`config.mk`:
```
export PLATFORM = sky130hd
export DESIGN_NAME = apple_iie_video_scanner_flat
export DESIGN_NICKNAME = d
export VERILOG_FILES = /design/src/rtl/apple_iie_video_scanner_if.sv /design/src/rtl/apple_iie_video_scanner.sv /design/src/flat_wrapper.sv
export SDC_FILE = /design/constraint.sdc
export NUM_CORES = 1
export LEC_CHECK = 0
export CAP_MARGIN = 40
export CORE_ASPECT_RATIO = 1.25
export CORE_UTILIZATION = 38
export DETAILED_ROUTE_END_ITERATION = 10
export GPL_TIMING_DRIVEN = 0
export PLACE_DENSITY = 0.6
export SLEW_MARGIN = 20
export SYNTH_ARGS = -nofsm -noshare
export SYNTH_HDL_FRONTEND = slang
export SYNTH_SLANG_ARGS = --single-unit
```
`constraint.sdc`:
```
create_clock -name clk_14M -period 9.2 [get_ports clk_14M]
set_input_delay 1.84 -clock clk_14M [delete_from_list [all_inputs] [get_ports clk_14M]]
set_output_delay 1.84 -clock clk_14M [all_outputs]
set_load 0.01 [all_outputs]
```
`src/rtl/apple_iie_video_scanner_if.sv`:
```
// Soft-switch inputs and raster/address outputs of the Apple IIe video scanner.
// The scanner is the master: it drives the counters, syncs and fetch address.
interface apple_iie_video_scanner_if;
  logic        text_mode, hires, mixed, page2, store80;
  logic [6:0]  hcount;
  logic [8:0]  vcount;
  logic        hblank, vblank, hsync, vsync;
  logic [15:0] vid_addr;
  logic        vid_addr_valid;
  logic        frame_start;

  modport master (
    input  text_mode, hires, mixed, page2, store80,
    output hcount, vcount, hblank, vblank, hsync, vsync,
           vid_addr, vid_addr_valid, frame_start
  );
  modport slave (
    output text_mode, hires, mixed, page2, store80,
    input  hcount, vcount, hblank, vblank, hsync, vsync,
           vid_addr, vid_addr_valid, frame_start
  );
endinterface

```
`src/rtl/apple_iie_video_scanner.sv`:
```
// Apple IIe raster scanner: 65x262 H/V counters stepped on phi0_end, with
// blanking, sync and the text/lores/hires fetch address aligned to the counters.
module apple_iie_video_scanner #(
  parameter logic [8:0] VSTART = 9'h0FA
) (
  input  logic                        clk_14M,
  input  logic                        reset,
  input  logic                        phi0_end,
  apple_iie_video_scanner_if.master   vid
);

  logic [6:0]  h_nxt;
  logic [8:0]  v_nxt;
  logic        h_wrap, v_load;
  logic        hb_nxt, vb_nxt, valid_nxt;
  logic [7:0]  line;
  logic [4:0]  row;
  logic [15:0] col;
  logic        use_text, page;
  logic [15:0] txt_addr, hgr_addr, addr_nxt;

  // Everything is derived from the post-edge counter values so the address
  // registered on an edge matches the counters registered on the same edge.
  always_comb begin
    h_wrap = (vid.hcount == 7'h7F);
    v_load = h_wrap && (vid.vcount == 9'h1FF);
    if (vid.hcount == 7'h00) h_nxt = 7'h40;
    else if (h_wrap)         h_nxt = 7'h00;
    else                     h_nxt = vid.hcount + 7'd1;
    if (!h_wrap)     v_nxt = vid.vcount;
    else if (v_load) v_nxt = VSTART;
    else             v_nxt = vid.vcount + 9'd1;

    hb_nxt    = (h_nxt < 7'h58);
    vb_nxt    = (v_nxt < 9'h100) || (v_nxt >= 9'h1C0);
    valid_nxt = !(hb_nxt || vb_nxt);

    // Inside the visible window vcount is 0x100..0x1BF, so the low byte is L.
    line = v_nxt[7:0];
    row  = line[7:3];
    col  = {9'd0, h_nxt} - 16'h0058;

    use_text = vid.text_mode || (vid.mixed && (line >= 8'd160));
    page     = vid.page2 && !vid.store80;

    txt_addr = (page ? 16'h0800 : 16'h0400)
             + {6'd0, row[2:0], 7'd0}
             + ({14'd0, row[4:3]} * 16'd40)
             + col;
    hgr_addr = (page ? 16'h4000 : 16'h2000)
             + {3'd0, line[2:0], 10'd0}
             + {6'd0, line[5:3], 7'd0}
             + ({14'd0, line[7:6]} * 16'd40)
             + col;
    addr_nxt = (use_text || !vid.hires) ? txt_addr : hgr_addr;
  end

  always_ff @(posedge clk_14M) begin
    if (reset) begin
      vid.hcount         <= 7'h00;
      vid.vcount         <= VSTART;
      vid.frame_start    <= 1'b0;
      vid.vid_addr       <= 16'h0000;
      vid.hblank         <= 1'b1;
      vid.vblank         <= 1'b1;
      vid.hsync          <= 1'b0;
      vid.vsync          <= 1'b0;
      vid.vid_addr_valid <= 1'b0;
    end else begin
      // frame_start is a single clk_14M pulse, not a phi0-long level.
      vid.frame_start <= phi0_end && v_load;
      if (phi0_end) begin
        vid.hcount         <= h_nxt;
        vid.vcount         <= v_nxt;
        vid.hblank         <= hb_nxt;
        vid.vblank         <= vb_nxt;
        vid.hsync          <= (h_nxt >= 7'h49) && (h_nxt <= 7'h4C);
        vid.vsync          <= (v_nxt >= 9'h1E0) && (v_nxt <= 9'h1E3);
        vid.vid_addr_valid <= valid_nxt;
        if (valid_nxt) vid.vid_addr <= addr_nxt;
      end
    end
  end

endmodule

```
`src/flat_wrapper.sv`:
```
// flat-port wrapper written by rule: the top's interface ports become plain ports
module apple_iie_video_scanner_flat 
#(
  parameter logic [8:0] VSTART = 9'h0FA
)
  (clk_14M, reset, phi0_end, vid_text_mode, vid_hires, vid_mixed, vid_page2, vid_store80, vid_hcount, vid_vcount, vid_hblank, vid_vblank, vid_hsync, vid_vsync, vid_vid_addr, vid_vid_addr_valid, vid_frame_start);
  apple_iie_video_scanner_if vid_i ();
  input  logic clk_14M;
  input  logic reset;
  input  logic phi0_end;
  input wire logic [$bits(vid_i.text_mode)-1:0] vid_text_mode;
  input wire logic [$bits(vid_i.hires)-1:0] vid_hires;
  input wire logic [$bits(vid_i.mixed)-1:0] vid_mixed;
  input wire logic [$bits(vid_i.page2)-1:0] vid_page2;
  input wire logic [$bits(vid_i.store80)-1:0] vid_store80;
  output wire logic [$bits(vid_i.hcount)-1:0] vid_hcount;
  output wire logic [$bits(vid_i.vcount)-1:0] vid_vcount;
  output wire logic [$bits(vid_i.hblank)-1:0] vid_hblank;
  output wire logic [$bits(vid_i.vblank)-1:0] vid_vblank;
  output wire logic [$bits(vid_i.hsync)-1:0] vid_hsync;
  output wire logic [$bits(vid_i.vsync)-1:0] vid_vsync;
  output wire logic [$bits(vid_i.vid_addr)-1:0] vid_vid_addr;
  output wire logic [$bits(vid_i.vid_addr_valid)-1:0] vid_vid_addr_valid;
  output wire logic [$bits(vid_i.frame_start)-1:0] vid_frame_start;
  assign vid_i.text_mode = vid_text_mode;
  assign vid_i.hires = vid_hires;
  assign vid_i.mixed = vid_mixed;
  assign vid_i.page2 = vid_page2;
  assign vid_i.store80 = vid_store80;
  assign vid_hcount = vid_i.hcount;
  assign vid_vcount = vid_i.vcount;
  assign vid_hblank = vid_i.hblank;
  assign vid_vblank = vid_i.vblank;
  assign vid_hsync = vid_i.hsync;
  assign vid_vsync = vid_i.vsync;
  assign vid_vid_addr = vid_i.vid_addr;
  assign vid_vid_addr_valid = vid_i.vid_addr_valid;
  assign vid_frame_start = vid_i.frame_start;
  apple_iie_video_scanner #(.VSTART(VSTART)) u_core (.clk_14M(clk_14M), .reset(reset), .phi0_end(phi0_end), .vid(vid_i));
endmodule
```
==> Yosys cells after proc, flatten, opt, wreduce, memory -nomap -nowiden <==
Index checks and enable logic that the tools add are counted.
{ "word_totals": {"elab_cells": 53, "register_bits": 38, "out_inout_bits": 38} }
{ "classes": {"eq_ne": 2, "n_reduce_logical": 15, "n_addsub": 10, "n_bitwise": 1, "n_mul": 1, "magnitude_cmp": 8, "n_mux": 7} }
{ "ops": {"columns": ["op", "n"], "rows": [
  ["$add 16x10->16", 2],
  ["$add 16x16->16", 2],
  ["$add 16x8->16", 2],
  ["$ge 9x9->1 const B", 2],
  ["$mux 9", 2],
  ["$add 16x13->16", 1],
  ["$mux 16", 1],
  ["$mux 15", 1],
  ["$mux 7", 2],
  ["$mux 12", 1],
  ["$add 9x1->9 const B", 1],
  ["$eq 9x9->1 const B", 1],
  ["$le 9x9->1 const B", 1],
  ["$lt 9x9->1 const B", 1],
  ["$ge 8x8->1 const B", 1],
  ["$sub 7x7->8 const B", 1],
  ["$add 7x1->7 const B", 1],
  ["$eq 7x7->1 const B", 1],
  ["$ge 7x7->1 const B", 1],
  ["$le 7x7->1 const B", 1],
  ["$logic_not 7->1", 1],
  ["$lt 7x7->1 const B", 1],
  ["$logic_and 1x1->1", 6],
  ["$mul 2x3->5 const B", 1],
  ["other kinds (4)", 9]
]} }

==> Depth between registers and ports, before layout <==
{ "logic_depth": {"ltp_word": 9, "depth_mapped": 20, "depth_no_buf": 19} }

==> Worst setup path after synthesis <==
OpenSTA, ideal clock, no wires.
{ "synth_path": {"path_type": "reg-to-reg", "startpoint": "reg u_core.vid.vcount[0]", "endpoint": "reg u_core.vid.vid_addr[11] in the netlist's numbering", "path_buffers": 1, "path_stages_with_launch": 19, "t_arrival_ns": 4.026, "setup_ns": 0.078, "slack_ns": 5.096, "t_required_ns": 9.122, "cell_sequence": "dfxtp_1 -> ha_1 -> nand3_1 -> nor2_1 -> and3_1 -> ha_1 -> clkbuf_1 -> inv_1 -> a21oi_1 -> a2bb2oi_1 -> ha_1 -> ha_1 -> a21o_1 -> a21oi_1 -> a21oi_1 -> o21a_1 -> o21a_1 -> o311a_1 -> nor3_1"} }
{ "synth_via": {"elab_chain_cells": 9} }
{ "synth_lines": {"columns": ["element", "line", "rtl"], "rows": [
  ["from (decl)", "apple_iie_video_scanner_if.sv:14", "output hcount, vcount, hblank, vblank, hsync, vsync,"],
  ["from (signal assigned)", "apple_iie_video_scanner.sv:74", "vid.vcount <= v_nxt;"],
  ["branches (longest 2 deep; another with $add 9x1->9)", null, null],
  ["$mux 9 *", "apple_iie_video_scanner.sv:31", "else if (v_load) v_nxt = VSTART;"],
  ["$mux 9 *", "apple_iie_video_scanner.sv:30", "if (!h_wrap) v_nxt = vid.vcount;"],
  ["net u_core.v_nxt[3]", "apple_iie_video_scanner.sv:13", "logic [8:0] v_nxt;"],
  ["branches (longest 5 deep; another with $add 16x10->16)", null, null],
  ["to (signal assigned)", "apple_iie_video_scanner.sv:80", "if (valid_nxt) vid.vid_addr <= addr_nxt;"],
  ["to (decl)", "apple_iie_video_scanner_if.sv:15", "vid_addr, vid_addr_valid, frame_start"]
]} }
Mark *: on every way through the listed nets, which the timed path passes.
A chain may end at the register's enable or synchronous reset.

==> Final worst setup path <==
{ "layout_path": {"startpoint": "reg u_core.vid.hcount[0]", "endpoint": "reg u_core.vid.vid_addr[11] in the netlist's numbering"} }
{ "layout_lines": {"columns": ["element", "line", "rtl"], "rows": [
  ["from (decl)", "apple_iie_video_scanner_if.sv:14", null],
  ["from (signal assigned)", "apple_iie_video_scanner.sv:73", "vid.hcount <= h_nxt;"],
  ["$add 7x1->7 / $eq 7x7->1 (equally long branches)", "apple_iie_video_scanner.sv:29, apple_iie_video_scanner.sv:25", null],
  ["$mux 7", "apple_iie_video_scanner.sv:28", "else if (h_wrap) h_nxt = 7'h00;"],
  ["$mux 7 *", "apple_iie_video_scanner.sv:27", "if (vid.hcount == 7'h00) h_nxt = 7'h40;"],
  ["net u_core.h_nxt[3]", "apple_iie_video_scanner.sv:12", "logic [6:0] h_nxt;"],
  ["branches (longest 4 deep; another with $add 16x16->16)", null, null]
]} }
Marks and branches as above.

==> impl_metrics.py <==
metrics = {
    "status": {
        "status": "finished, final reports clean",
    },
    "pwr": {
        "clockPowerShare_pct": 33.5,
        "seqPwrFrac_pct": 46.6,
        "internal-power_mw": 0.259,
        "p_comb_share_pct": 19.9,
        "leakagePower_nw": 1.42,
        "powerDensity_nw_per_um2": 101,
        "power_mw": 0.365,
        "ir_drop_mv": 0.0608,
        "p_switching_mw": 0.106,
        "p_sw_share_pct": 29.1,
    },
    "clock_tree": {
        "clk_pin_slew_ns": 0.08,
        "cts_tree": "built",
        "clkLatencyLatePin_ns": 0.29,
        "post_cts_resized": 0,
        "numCtsBuffers": 5,
        "postCtsSetupRepairBufs": 0,
        "postCtsHoldBufs": 0,
        "cts.sinks": 38,
        "cts_max_path_buffers": 2,
        "root_buffer": "clkbuf_8",
        "htreeDepth": 2,
    },
    "detailed_routing": {
        "viasPerCell": 5.57,
        "drc_errors": 0,
        "drt-pass1-iter-count": 4,
        "ant_nets": 0,
        "wl_per_cell_um": 15.1,
        "routed_wl_mm": 7.68,
        "first_iter_violations": 115,
        "vias": 2829,
    },
    "setup_path": {
        "critPathTopFamily": "compound AO/OA/AOI/OAI gates",
        "cp-start-kind": "flop",
        "path_common_cell": "ha_1",
        "crit_path_top_delay_cell": "o22ai_2",
        "crit_required_ns": 9.42,
        "cp_max_fo": 13,
        "worstPathArrival_ns": 4.99,
        "crit_path_max_incr_delay_ns": 0.49,
        "crit_type": "reg2reg",
        "cp_num_buf_inv": 3,
        "end_kind": "flop",
        "crit_path_cell_trace": "ha_1 -> buf_4 -> nand3_1 -> nor2_1 -> buf_2 -> nor2_1 -> nand2_1 -> inv_1 -> ha_1 -> o22ai_2 -> ha_1 -> ha_1 -> a21o_1 -> a21oi_1 -> a21oi_1 -> o21a_1 -> o21a_1 -> o311a_1 -> nor3_1",
    },
    "yosys": {
        "ys_ff_latch": 38,
        "synth_nets": 404,
        "synth-seq-area-share_pct": 25.7,
        "synthArstFlopShare_pct": 0,
        "synth_top_flop_cell": "dfxtp_1",
        "synth_warnings": 0,
        "avgSynthCellArea_sq_um": 8.14,
        "yosys.cell_types.count": 64,
        "synth_edf_count": 0,
        "netlist_instances": 364,
        "synthesis.area_sq_um": 2960,
    },
    "finish": {
        "n_antenna_cell": 0,
        "drive_gt1_share_pct": 9.38,
        "area_growth_pct": 22.0,
        "final_nets": 455,
        "final_common_cell": "clkdlybuf4s50_1",
        "final_cell_mix": "clkdlybuf4s50_1, dfxtp_1, nand2_1",
    },
    "floorplanning": {
        "initial_core_util_pct": 39.8,
        "core_area_sq_um": 7440,
        "dieArea_sq_um": 8160,
        "chipWidth_um": 81.0,
        "num_rows": 35,
        "fp.dieH_um": 101,
        "pin_count": 46,
    },
    "hold_path": {
        "hold_path.class": "reg2reg",
    },
    "sta": {
        "worst_slew_pin_slew_ns": 0.693,
        "rsz0062_at_grt": "no",
        "hold_viol": 0,
        "slew_violations": 0,
        "fin_crit_ns": 4.77,
        "fin_skew_ns": 0.00935,
        "setup_violations": 0,
        "max_freq_mhz": 210,
        "slew_headroom_pct": 53.8,
        "finalCritPeriodShare_pct": 51.8,
        "fin_tns_setup_ns": 0,
    },
    "global_routing": {
        "globalRouteOverflowTotal": 0,
        "grt_antenna_before_repair": 0,
        "grt_use_total_pct": 20.1,
        "grt_pass1_wl_mm": 12.8,
        "grt_pass1_vias": 2723,
        "grt_max_degree": 14,
    },
    "placement": {
        "io_buffers": 44,
        "hpwl_mm": 6.03,
        "gp_congestion": 0.886,
    },
    "run": {
        "maxCapViolCount": 0,
    },
}
-- power groups by stage --
stage	Clock, mW	Combinational [mW]	Sequential (mW)
after floorplan	0	0.0507	0.174
after global placement	0	0.0718	0.174
after detailed placement	0	0.0727	0.174
after CTS	0.126	0.0729	0.170
after global routing	0.130	0.0817	0.170
final	0.122	0.0728	0.170
-- tightest hold or removal path, delay by kind of cell (launching register included) --
kind	cells	cell delay, ns
compound gates	1	0.05
simple gates	1	0.05
flops	1	0.31
-- metal layers --
metal,global-route usage [%],vias to the layer above,part of all wire (%),wire (um)
met2,34.6,74,51,3930
li1,-,1401,-,-
met5,0,-,0,0
met1,23.7,1340,41,3190
met4,8.52,0,2.7,204
met3,4.07,14,4.7,361
-- sequential cells by signal (all words and copies together), names as in the netlist --
register,count
u_core.vid.vid_addr,16
u_core.vid.vcount,9
u_core.vid.hcount,7
u_core.vid.frame_start,1
u_core.vid.hblank,1
u_core.vid.hsync,1
u_core.vid.vblank,1
u_core.vid.vid_addr_valid,1
u_core.vid.vsync,1
-- Yosys cell counts (3+ instances only) --
cell / count / share of area [%]
a211o_1: 7 / 2.1
a211oi_1: 3 / 0.76
a21o_1: 4 / 1.0
a21oi_1: 31 / 5.2
a311oi_1: 3 / 0.89
and3_1: 7 / 1.5
buf_2: 4 / 0.68
buf_4: 3 / 0.76
buf_6: 5 / 1.9
clkbuf_1: 8 / 1.0
dfxtp_1: 38 / 26
ha_1: 31 / 13
inv_1: 13 / 1.6
mux2i_1: 7 / 2.4
nand2_1: 37 / 4.7
nand2b_1: 10 / 2.1
nand3_1: 12 / 2.0
nand4_1: 5 / 1.1
nor2_1: 30 / 3.8
nor2b_1: 10 / 2.1
nor3_1: 9 / 1.5
nor4_1: 3 / 0.63
o21a_1: 5 / 1.3
o21ai_0: 14 / 2.4
o22ai_1: 4 / 0.84
or3_1: 4 / 0.84
xnor2_1: 11 / 3.3
xor2_1: 3 / 0.89
-- metrics by stage --
step / hold slack (ns) / instance area (sq um) / setup WS (ns) / instances / util [%]
2_1_floorplan: 0.476 / 2960 / 5.10 / 364 / -
3_3_place_gp: 0.444 / 3520 / 4.45 / 500 / 47.3
3_5_place_dp: 0.449 / 3520 / 4.41 / 500 / 47.3
4_1_cts: 0.460 / 3610 / 4.39 / 508 / 48.6
5_1_grt: 0.480 / 3610 / 4.04 / 508 / 48.6
6_report: 0.456 / 3610 / 4.43 / 508 / 48.6
-- path summary, 6_finish.rpt --
kind,slack (ns),from,depth (start not counted),to
setup / recovery,4.43,u_core.vid.hcount[0],19,u_core.vid.vid_addr[11]
hold / removal,0.46,u_core.vid.vid_addr[1],2,u_core.vid.vid_addr[1]
setup reg to reg,4.43,u_core.vid.hcount[0],19,u_core.vid.vid_addr[11]
hold reg to reg,0.46,u_core.vid.vid_addr[1],2,u_core.vid.vid_addr[1]
-- logic make-up after synthesis --
family | after synthesis | share of synthesized area (%)
XOR/XNOR | 15 | 4.69
multiplexers | 8 | 2.74
flip-flops | 38 | 25.7
AND/OR/NAND/NOR | 141 | 25.0
buffers and inverters | 36 | 6.37
adder cells (fa/ha/maj) | 32 | 13.8
AO/OA/AOI/OAI | 94 | 21.7
-- area by class of cell --
cell class | instances | area, sq um
multi-input cells | 290 | 2010
clock inverters | 2 | 12.5
clock buffers | 6 | 82.6
inverters | 15 | 56.3
plain buffers | 21 | 133
flip-flops and latches | 38 | 761
repair buffers | 44 | 440
fillers | 772 | 3830
well taps | 92 | 115
Note: power is estimated with default switching activity, not from simulation.
